===== src/rtl/nasti_uart_printer.sv =====
// nasti_uart_printer: byte stream to 16550-style UART register writes over an
// 8-bit NASTI-lite port. Programs DLL/DLM/LCR after reset, then writes each
// accepted byte to THR.
// Optional build macro NASTI_UART_PRINTER_POLL_EN: poll LSR.THRE before each
// character write, with POLL_LIMIT reads allowed per character.
module nasti_uart_printer #(
  parameter logic [15:0] DIVISOR    = 16'hdead,
  parameter logic [7:0]  LCR_VALUE  = 8'h03,
  parameter logic [15:0] POLL_LIMIT = 16'hffff
) (
  input  logic        clk,
  input  logic        rst,
  input  logic [7:0]  char_data,
  input  logic        char_valid,
  output logic        char_ready,
  output logic [2:0]  aw_addr,
  output logic        aw_valid,
  input  logic        aw_ready,
  output logic [7:0]  w_data,
  output logic        w_valid,
  input  logic        w_ready,
  input  logic [1:0]  b_resp,
  input  logic        b_valid,
  output logic        b_ready,
  output logic [2:0]  ar_addr,
  output logic        ar_valid,
  input  logic        ar_ready,
  input  logic [7:0]  r_data,
  input  logic [1:0]  r_resp,
  input  logic        r_valid,
  output logic        r_ready,
  output logic        busy,
  output logic        err,
  output logic [15:0] tx_count
);

  typedef enum logic [3:0] {
    INIT_DLAB, INIT_DLL, INIT_DLM, INIT_LCR, IDLE, POLL_AR, POLL_R, WRITE, WAIT_B
  } state_t;

  state_t      state, state_n, src, src_n;
  logic        aw_valid_n, w_valid_n, aw_done, aw_done_n, w_done, w_done_n;
  logic        aw_fin, w_fin, err_n;
  logic [2:0]  aw_addr_n;
  logic [7:0]  w_data_n, hold, hold_n;
  logic [15:0] tx_count_n;
  logic        unused_rd;

  // States that drive a write-address/write-data pair
  function automatic logic is_wr(input state_t s);
    return (s == INIT_DLAB) || (s == INIT_DLL) || (s == INIT_DLM) ||
           (s == INIT_LCR) || (s == WRITE);
  endfunction

  function automatic logic [2:0] wr_addr(input state_t s);
    case (s)
      INIT_DLAB: return 3'd3;
      INIT_DLL:  return 3'd0;
      INIT_DLM:  return 3'd1;
      INIT_LCR:  return 3'd3;
      default:   return 3'd0;
    endcase
  endfunction

  function automatic logic [7:0] wr_data(input state_t s, input logic [7:0] b);
    case (s)
      INIT_DLAB: return 8'h80;
      INIT_DLL:  return DIVISOR[7:0];
      INIT_DLM:  return DIVISOR[15:8];
      INIT_LCR:  return LCR_VALUE & 8'h7f;
      default:   return b;
    endcase
  endfunction

  // Where a completed write response leads
  function automatic state_t succ(input state_t s);
    case (s)
      INIT_DLAB: return INIT_DLL;
      INIT_DLL:  return INIT_DLM;
      INIT_DLM:  return INIT_LCR;
      default:   return IDLE;
    endcase
  endfunction

`ifdef NASTI_UART_PRINTER_POLL_EN
  logic        ar_valid_n;
  logic [15:0] poll_cnt, poll_cnt_n;
`else
  assign ar_valid = 1'b0;
`endif

  assign char_ready = (state == IDLE);
  assign busy       = (state != IDLE);
  assign b_ready    = 1'b1;
  assign r_ready    = 1'b1;
  assign unused_rd  = ^{r_data, r_resp, r_valid, ar_ready, POLL_LIMIT};

  // Next-state, handshake tracking and register next values
  always_comb begin
    state_n    = state;
    src_n      = src;
    aw_valid_n = aw_valid;
    w_valid_n  = w_valid;
    aw_done_n  = aw_done;
    w_done_n   = w_done;
    aw_addr_n  = aw_addr;
    w_data_n   = w_data;
    hold_n     = hold;
    err_n      = err;
    tx_count_n = tx_count;
    aw_fin     = aw_done | (aw_valid & aw_ready);
    w_fin      = w_done | (w_valid & w_ready);
`ifdef NASTI_UART_PRINTER_POLL_EN
    ar_valid_n = ar_valid;
    poll_cnt_n = poll_cnt;
`endif
    case (state)
      INIT_DLAB, INIT_DLL, INIT_DLM, INIT_LCR, WRITE: begin
        // Each channel drops the cycle after its own handshake; leave once both are done.
        aw_valid_n = ~aw_fin;
        w_valid_n  = ~w_fin;
        aw_done_n  = aw_fin;
        w_done_n   = w_fin;
        aw_addr_n  = wr_addr(state);
        w_data_n   = wr_data(state, hold);
        if (aw_fin && w_fin) begin
          state_n   = WAIT_B;
          src_n     = state;
          aw_done_n = 1'b0;
          w_done_n  = 1'b0;
        end
      end
      IDLE: begin
        if (char_valid) begin
          hold_n = char_data;
`ifdef NASTI_UART_PRINTER_POLL_EN
          state_n    = POLL_AR;
          ar_valid_n = 1'b1;
          poll_cnt_n = '0;
`else
          state_n = WRITE;
`endif
        end
      end
`ifdef NASTI_UART_PRINTER_POLL_EN
      POLL_AR: begin
        if (ar_valid && ar_ready) begin
          ar_valid_n = 1'b0;
          state_n    = POLL_R;
        end
      end
      POLL_R: begin
        if (r_valid) begin
          if (r_resp != 2'b00) err_n = 1'b1;
          if (r_data[5]) begin
            state_n = WRITE;
          end else if (({1'b0, poll_cnt} + 17'd1) >= {1'b0, POLL_LIMIT}) begin
            err_n   = 1'b1;
            state_n = IDLE;
          end else begin
            poll_cnt_n = poll_cnt + 16'd1;
            ar_valid_n = 1'b1;
            state_n    = POLL_AR;
          end
        end
      end
`endif
      WAIT_B: begin
        if (b_valid) begin
          if (b_resp != 2'b00) err_n = 1'b1;
          if (src == WRITE) tx_count_n = tx_count + 16'd1;
          state_n = succ(src);
        end
      end
      default: state_n = INIT_DLAB;
    endcase
    // Raise both write valids on the entering edge so a write phase costs no idle cycle.
    if (is_wr(state_n) && !is_wr(state)) begin
      aw_valid_n = 1'b1;
      w_valid_n  = 1'b1;
      aw_addr_n  = wr_addr(state_n);
      w_data_n   = wr_data(state_n, hold_n);
    end
  end

  // State and output registers
  always_ff @(posedge clk) begin
    if (rst) begin
      state    <= INIT_DLAB;
      src      <= INIT_DLAB;
      aw_valid <= 1'b0;
      w_valid  <= 1'b0;
      aw_done  <= 1'b0;
      w_done   <= 1'b0;
      aw_addr  <= '0;
      w_data   <= '0;
      ar_addr  <= '0;
      hold     <= '0;
      err      <= 1'b0;
      tx_count <= '0;
`ifdef NASTI_UART_PRINTER_POLL_EN
      ar_valid <= 1'b0;
      poll_cnt <= '0;
`endif
    end else begin
      state    <= state_n;
      src      <= src_n;
      aw_valid <= aw_valid_n;
      w_valid  <= w_valid_n;
      aw_done  <= aw_done_n;
      w_done   <= w_done_n;
      aw_addr  <= aw_addr_n;
      w_data   <= w_data_n;
      ar_addr  <= 3'd5;
      hold     <= hold_n;
      err      <= err_n;
      tx_count <= tx_count_n;
`ifdef NASTI_UART_PRINTER_POLL_EN
      ar_valid <= ar_valid_n;
      poll_cnt <= poll_cnt_n;
`endif
    end
  end

endmodule

===== config.mk =====
export PLATFORM = sky130hd
export DESIGN_NAME = nasti_uart_printer
export DESIGN_NICKNAME = d
export VERILOG_FILES = /design/src/rtl/nasti_uart_printer.sv
export SDC_FILE = /design/constraint.sdc
export NUM_CORES = 1
export LEC_CHECK = 0
export CORE_MARGIN = 2
export CORE_UTILIZATION = 43
export DETAILED_ROUTE_END_ITERATION = 8
export HOLD_SLACK_MARGIN = 0.1
export MAX_ROUTING_LAYER = met4
export PLACE_DENSITY = 0.8
export RECOVER_POWER = 25
export SYNTH_ARGS = -nofsm -noshare
export SYNTH_HDL_FRONTEND = slang
export SYNTH_SLANG_ARGS = --single-unit

===== constraint.sdc =====
create_clock -name clk -period 2.3 [get_ports clk]
set_input_delay 0.46 -clock clk [delete_from_list [all_inputs] [get_ports clk]]
set_output_delay 0.46 -clock clk [all_outputs]
set_load 0.005 [all_outputs]

Word level (Yosys, flattened, before mapping)
Index checks and enable logic that the tools add are counted.
{"block": "totals", "word_cells": 77, "regBits": 51, "latchBits": 0, "rom_bits": 0, "output_inout_bits": 38, "ramBits": 0, "n_memories": 0}
{"block": "op_classes", "bitwise_logic": 6, "div_mod_pow": 0, "muxes": 22, "n_addsub": 1, "n_shift": 0, "eq_ne": 14, "n_mul": 0, "reduce_logical": 22, "order_cmp": 0}
{"cell": "$pmux W8 S4", "count": 2}
{"cell": "$mux W8", "count": 4}
{"cell": "$eq A4 B2 Y1 const B", "count": 5}
{"cell": "$add A16 B1 Y16 const B", "count": 1}
{"cell": "$eq A4 B3 Y1 const B", "count": 4}
{"cell": "$eq A4 B1 Y1 const B", "count": 3}
{"cell": "$logic_not A4 Y1", "count": 3}
{"cell": "$mux W4", "count": 3}
{"cell": "$pmux W4 S3", "count": 1}
{"cell": "$mux W3", "count": 3}
{"cell": "$pmux W3 S3", "count": 1}
{"cell": "$logic_or A1 B1 Y1", "count": 8}
{"cell": "$pmux W2 S2", "count": 2}
{"cell": "$mux W1", "count": 6}
{"cell": "$reduce_and A3 Y1", "count": 2}
{"cell": "$reduce_or A5 Y1", "count": 1}
{"cell": "$eq A4 B4 Y1 const B", "count": 1}
{"cell": "$ne A4 B3 Y1 const B", "count": 1}
{"cell": "$reduce_bool A2 Y1", "count": 2}
{"cell": "$reduce_or A2 Y1", "count": 2}
{"cell": "$and A1 B1 Y1", "count": 2}
{"cell": "$logic_and A1 B1 Y1", "count": 2}
{"cell": "$not A1 Y1", "count": 2}
{"cell": "$or A1 B1 Y1", "count": 2}
{"cell": "other kinds (2)", "count": 2}

Logic depth before layout (Yosys ltp)
{"block": "depth", "depth_word": 12, "ltp_mapped": 10}

Worst setup path after synthesis
OpenSTA, ideal clock, no wires.
{"block": "synth_timing", "path_type": "flip-flop to flip-flop", "from": "register state[1]", "to": "register tx_count[15]", "arrival_ns": 2.302, "stages_incl_launch_ff": 8, "period_less_slack_ns": 2.361, "path_buffers": 1, "setup_slack_ns": -0.061, "required_time_ns": 2.241, "path_cell_list": "dfxtp_1 -> buf_6 -> or4b_4 -> nor4_4 -> nand3_4 -> or2_4 -> or4_1 -> nand2_1"}
{"block": "synth_between", "elab_chain_len": 2}
{"element": "from (decl)", "line_no": "41", "rtl": "state_t state, state_n, src, src_n;"}
{"element": "from (signal assigned)", "line_no": "206", "rtl": "state <= state_n;"}
{"element": "$eq A4 B4 Y1", "line_no": "117", "rtl": "case (state)"}
{"element": "$reduce_and A3 Y1 (no source line)"}
{"element": "to (signal assigned)", "line_no": "217", "rtl": "tx_count <= tx_count_n;"}
{"element": "to (decl)", "line_no": "34", "rtl": "output logic [15:0] tx_count"}
No other way between the ends.
A chain may end at the register's enable or synchronous reset.

Worst setup path after layout
{"block": "layout_timing", "from": "register state[0]", "to": "output char_ready"}
{"block": "layout_between", "elab_chain_len": 1}
{"element": "$eq A4 B3 Y1", "line_no": "92", "rtl": "assign char_ready = (state == IDLE);"}
{"element": "to (decl)", "line_no": "15", "rtl": "output logic char_ready,"}
No other way between the ends.

==> results.py <==
metrics = {
    "critical_path": {
        "crit_path_max_fanout": 5,
        "crit_type": "reg2out",
        "r2r-start": "state[0]",
        "cp.arrival_ns": 1.78,
        "critPathCaptureType": "output port",
        "cpPeakStageDelay_ns": 0.56,
        "crit_path_top_delay_cell": "or4_4",
        "startpoint": "state[0]",
        "crit_chain": "or4_4 > inv_4 > clkdlybuf4s50_1",
        "crit_required_ns": 1.84,
        "worstSetupStartpointType": "register",
    },
    "global_route": {
        "grt_first_pass_wirelength_um": 9722,
        "grt_usage_pct": 19.87,
        "grt_pass1_vias": 2197,
        "top_usage_layer": "met2",
        "met2_usage_pct": 33.85,
        "grt_overflow": 0,
        "antenna_found_initial": 0,
        "met1_usage_pct": 23.55,
        "use_met3_pct": 4.023,
        "grt_max_degree": 23,
    },
    "floorplan": {
        "coreArea_um2": 5439,
        "die_x_um": 78.57,
        "start_util_pct": 43.96,
        "rows": 27,
        "io_pins": 66,
        "die_area_um2": 6173,
        "die_height_um": 78.57,
    },
    "layout": {
        "multiInputGateArea_um2": 1350,
        "layout_commonest_cell": "dfxtp_1",
        "layout.nets": 378,
        "seqCellArea_um2": 965.9,
        "nFillCells": 492,
        "layout_common_cells": "dfxtp_1, nor2_1, clkdlybuf4s50_1",
        "diodes": 0,
        "drive_gt1_share_pct": 16.86,
        "area_delta_synth_final_pct": 37.10,
    },
    "synthesis": {
        "synth.distinct_cells": 54,
        "yosys_register_bits": 48,
        "yosys_warnings": 0,
        "ys.flop_type": "dfxtp_1",
        "synth_cells": 278,
        "seq_area_frac_synth_pct": 40.19,
        "synth_edf_count": 0,
        "syn-cell-area_um2": 2391,
        "async_reset_ff_share_pct": 0,
        "synth_area_per_cell_um2": 8.601,
    },
    "power_and_ir_drop": {
        "leakage_nw": 1.364,
        "powerDensity_nw_per_um2": 512.7,
        "ir_drop_uv": 306.5,
    },
    "clock_tree": {
        "post_cts_buffers": 0,
        "clk_latency_ns": 0.30,
        "cts_made_buffers": 5,
        "clock-sinks": 48,
        "cts_tree": "built",
        "clock_path_buffers": 2,
        "htreeDepth": 2,
        "cts.reportedPaths.clkPinSlew_ns": 0.09,
        "root_buffer": "clkbuf_8",
    },
    "place": {
        "io_buffers": 48,
        "place_congestion": 0.8849,
        "hpwl_um": 4272,
        "dp_slack_ns": -0.2690,
    },
    "timing": {
        "hold_slack_ns": 0.4483,
        "hold_viol_final": 0,
        "drv_slew": 0,
        "min_period_ns": 2.236,
        "fin_skew_ns": 0.005947,
        "fmax_ghz": 0.4471,
        "fin_crit_sh_pct": 97.24,
        "worstMarginPinSlew_ns": 0.9716,
        "slew_headroom_pct": 35.23,
        "timing.final.ws_setup_ns": 0.06357,
        "setup_viol_count_final": 0,
    },
    "worst_hold_path": {
        "worstHoldStart": "err",
        "hold_class": "reg2reg",
    },
    "routing": {
        "initialDrtViolationCount": 86,
        "vias": 2242,
        "wirelength_um": 5627,
        "viasPerCell": 5.313,
        "wl_per_cell_um": 13.33,
        "drt_pass1_iterations": 4,
        "postRouteAntennaNets": 0,
        "drc": 0,
    },
    "job": {
        "drv_cap": 0,
    },
    "outcome": {
        "status": "complete, no violations",
    },
}
==> registers in the layout (all words and copies together) (netlist names) <==
signal / count
w_data: 8
err: 1
w_valid: 1
state: 4
hold: 8
aw_addr: 2
ar_addr: 1
tx_count: 16
src: 4
w_done: 1
aw_done: 1
aw_valid: 1
==> power breakdown <==
part	switching, W	internal (W)	leakage, nW
clock network	0.000294	0.000328	0.0548
registers	0.0000145	0.000847	0.390
logic	0.0000887	0.000109	0.919
==> metal layers <==
layer | part of all wire (%) | up-vias
li1 | - | 1120
met1 | 44 | 1067
met2 | 51 | 45
met3 | 3.7 | 10
met4 | 1.5 | 0
met5 | 0 | -
==> cells in the mapped netlist, types with 4 or more instances <==
| library cell | n | area [µm²] |
|---|---|---|
| nand3_1 | 8 | 40.04 |
| o21a_1 | 4 | 30.03 |
| nand2_1 | 18 | 67.56 |
| and3_1 | 8 | 50.05 |
| xnor2_1 | 6 | 52.55 |
| a21oi_1 | 16 | 80.08 |
| clkbuf_1 | 8 | 30.03 |
| dfxtp_1 | 48 | 960.9 |
| nor2_1 | 42 | 157.7 |
| inv_1 | 7 | 26.28 |
| o21ai_0 | 9 | 45.04 |
| buf_4 | 7 | 52.55 |
| o31ai_1 | 4 | 30.03 |
| xor2_1 | 6 | 52.55 |
| o22ai_1 | 4 | 25.02 |
| nand4_1 | 7 | 43.79 |
| mux2i_1 | 17 | 170.2 |
==> repair_timing <==
item	4_1_cts	5_1_grt
gates resized for setup	3	10
hold endpoints to repair	0	0
cloned	0	0
pin swaps	0	2
hold buffers	0	0
setup endpoints to repair	5	9
==> cell type report <==
cell class	instances	share of cell area, %
clock buffers	5	2.099
repair buffers	81	22.10
clock inverters	3	1.412
multi-input cells	205	41.18
well taps	72	2.748
flip-flops and latches	48	29.47
inverters	8	0.9924
==> worst paths after layout <==
kind	end	slack, ns	depth (start not counted)
worst min register to register	err	0.45	2
worst max-delay path	char_ready	0.06	3
worst max register to register	tx_count[15]	0.09	6
worst min-delay path	err	0.45	2
==> per-stage QoR <==
stage	power [W]	cells	instance area [µm²]	setup TNS, ns	utilization, %
floorplan	0.0009724	281	2402	-0.06097	-
global placement	0.001070	414	3109	-1.955	57.17
detailed placement	0.001074	414	3109	-2.514	57.17
CTS	0.001695	422	3229	0	59.37
global route	0.001749	422	3278	-0.06805	60.27
finish	0.001681	422	3278	0	60.27
==> cells by family (layout without fill, tap and decap cells) <==
kind of cell    after synthesis  count (layout)  synth area share (%)
buf+inv                      28              97                 5.913
flops                        48              48                 40.19
mux                          18              18                 7.587
other cells                   2               5                0.3141
fa+ha+maj                     1               1                0.5232
compound gates               60              60                 17.06
xor+xnor                     12              12                 4.396
simple gates                109             109                 24.02
==> critical path: cells and delay by family (launching register included) <==
kind,cells,cell delay (ns)
buf+inv,2,0.57
simple gates,1,0.56
flops,1,0.35
Power figures use the tool's default switching activity.
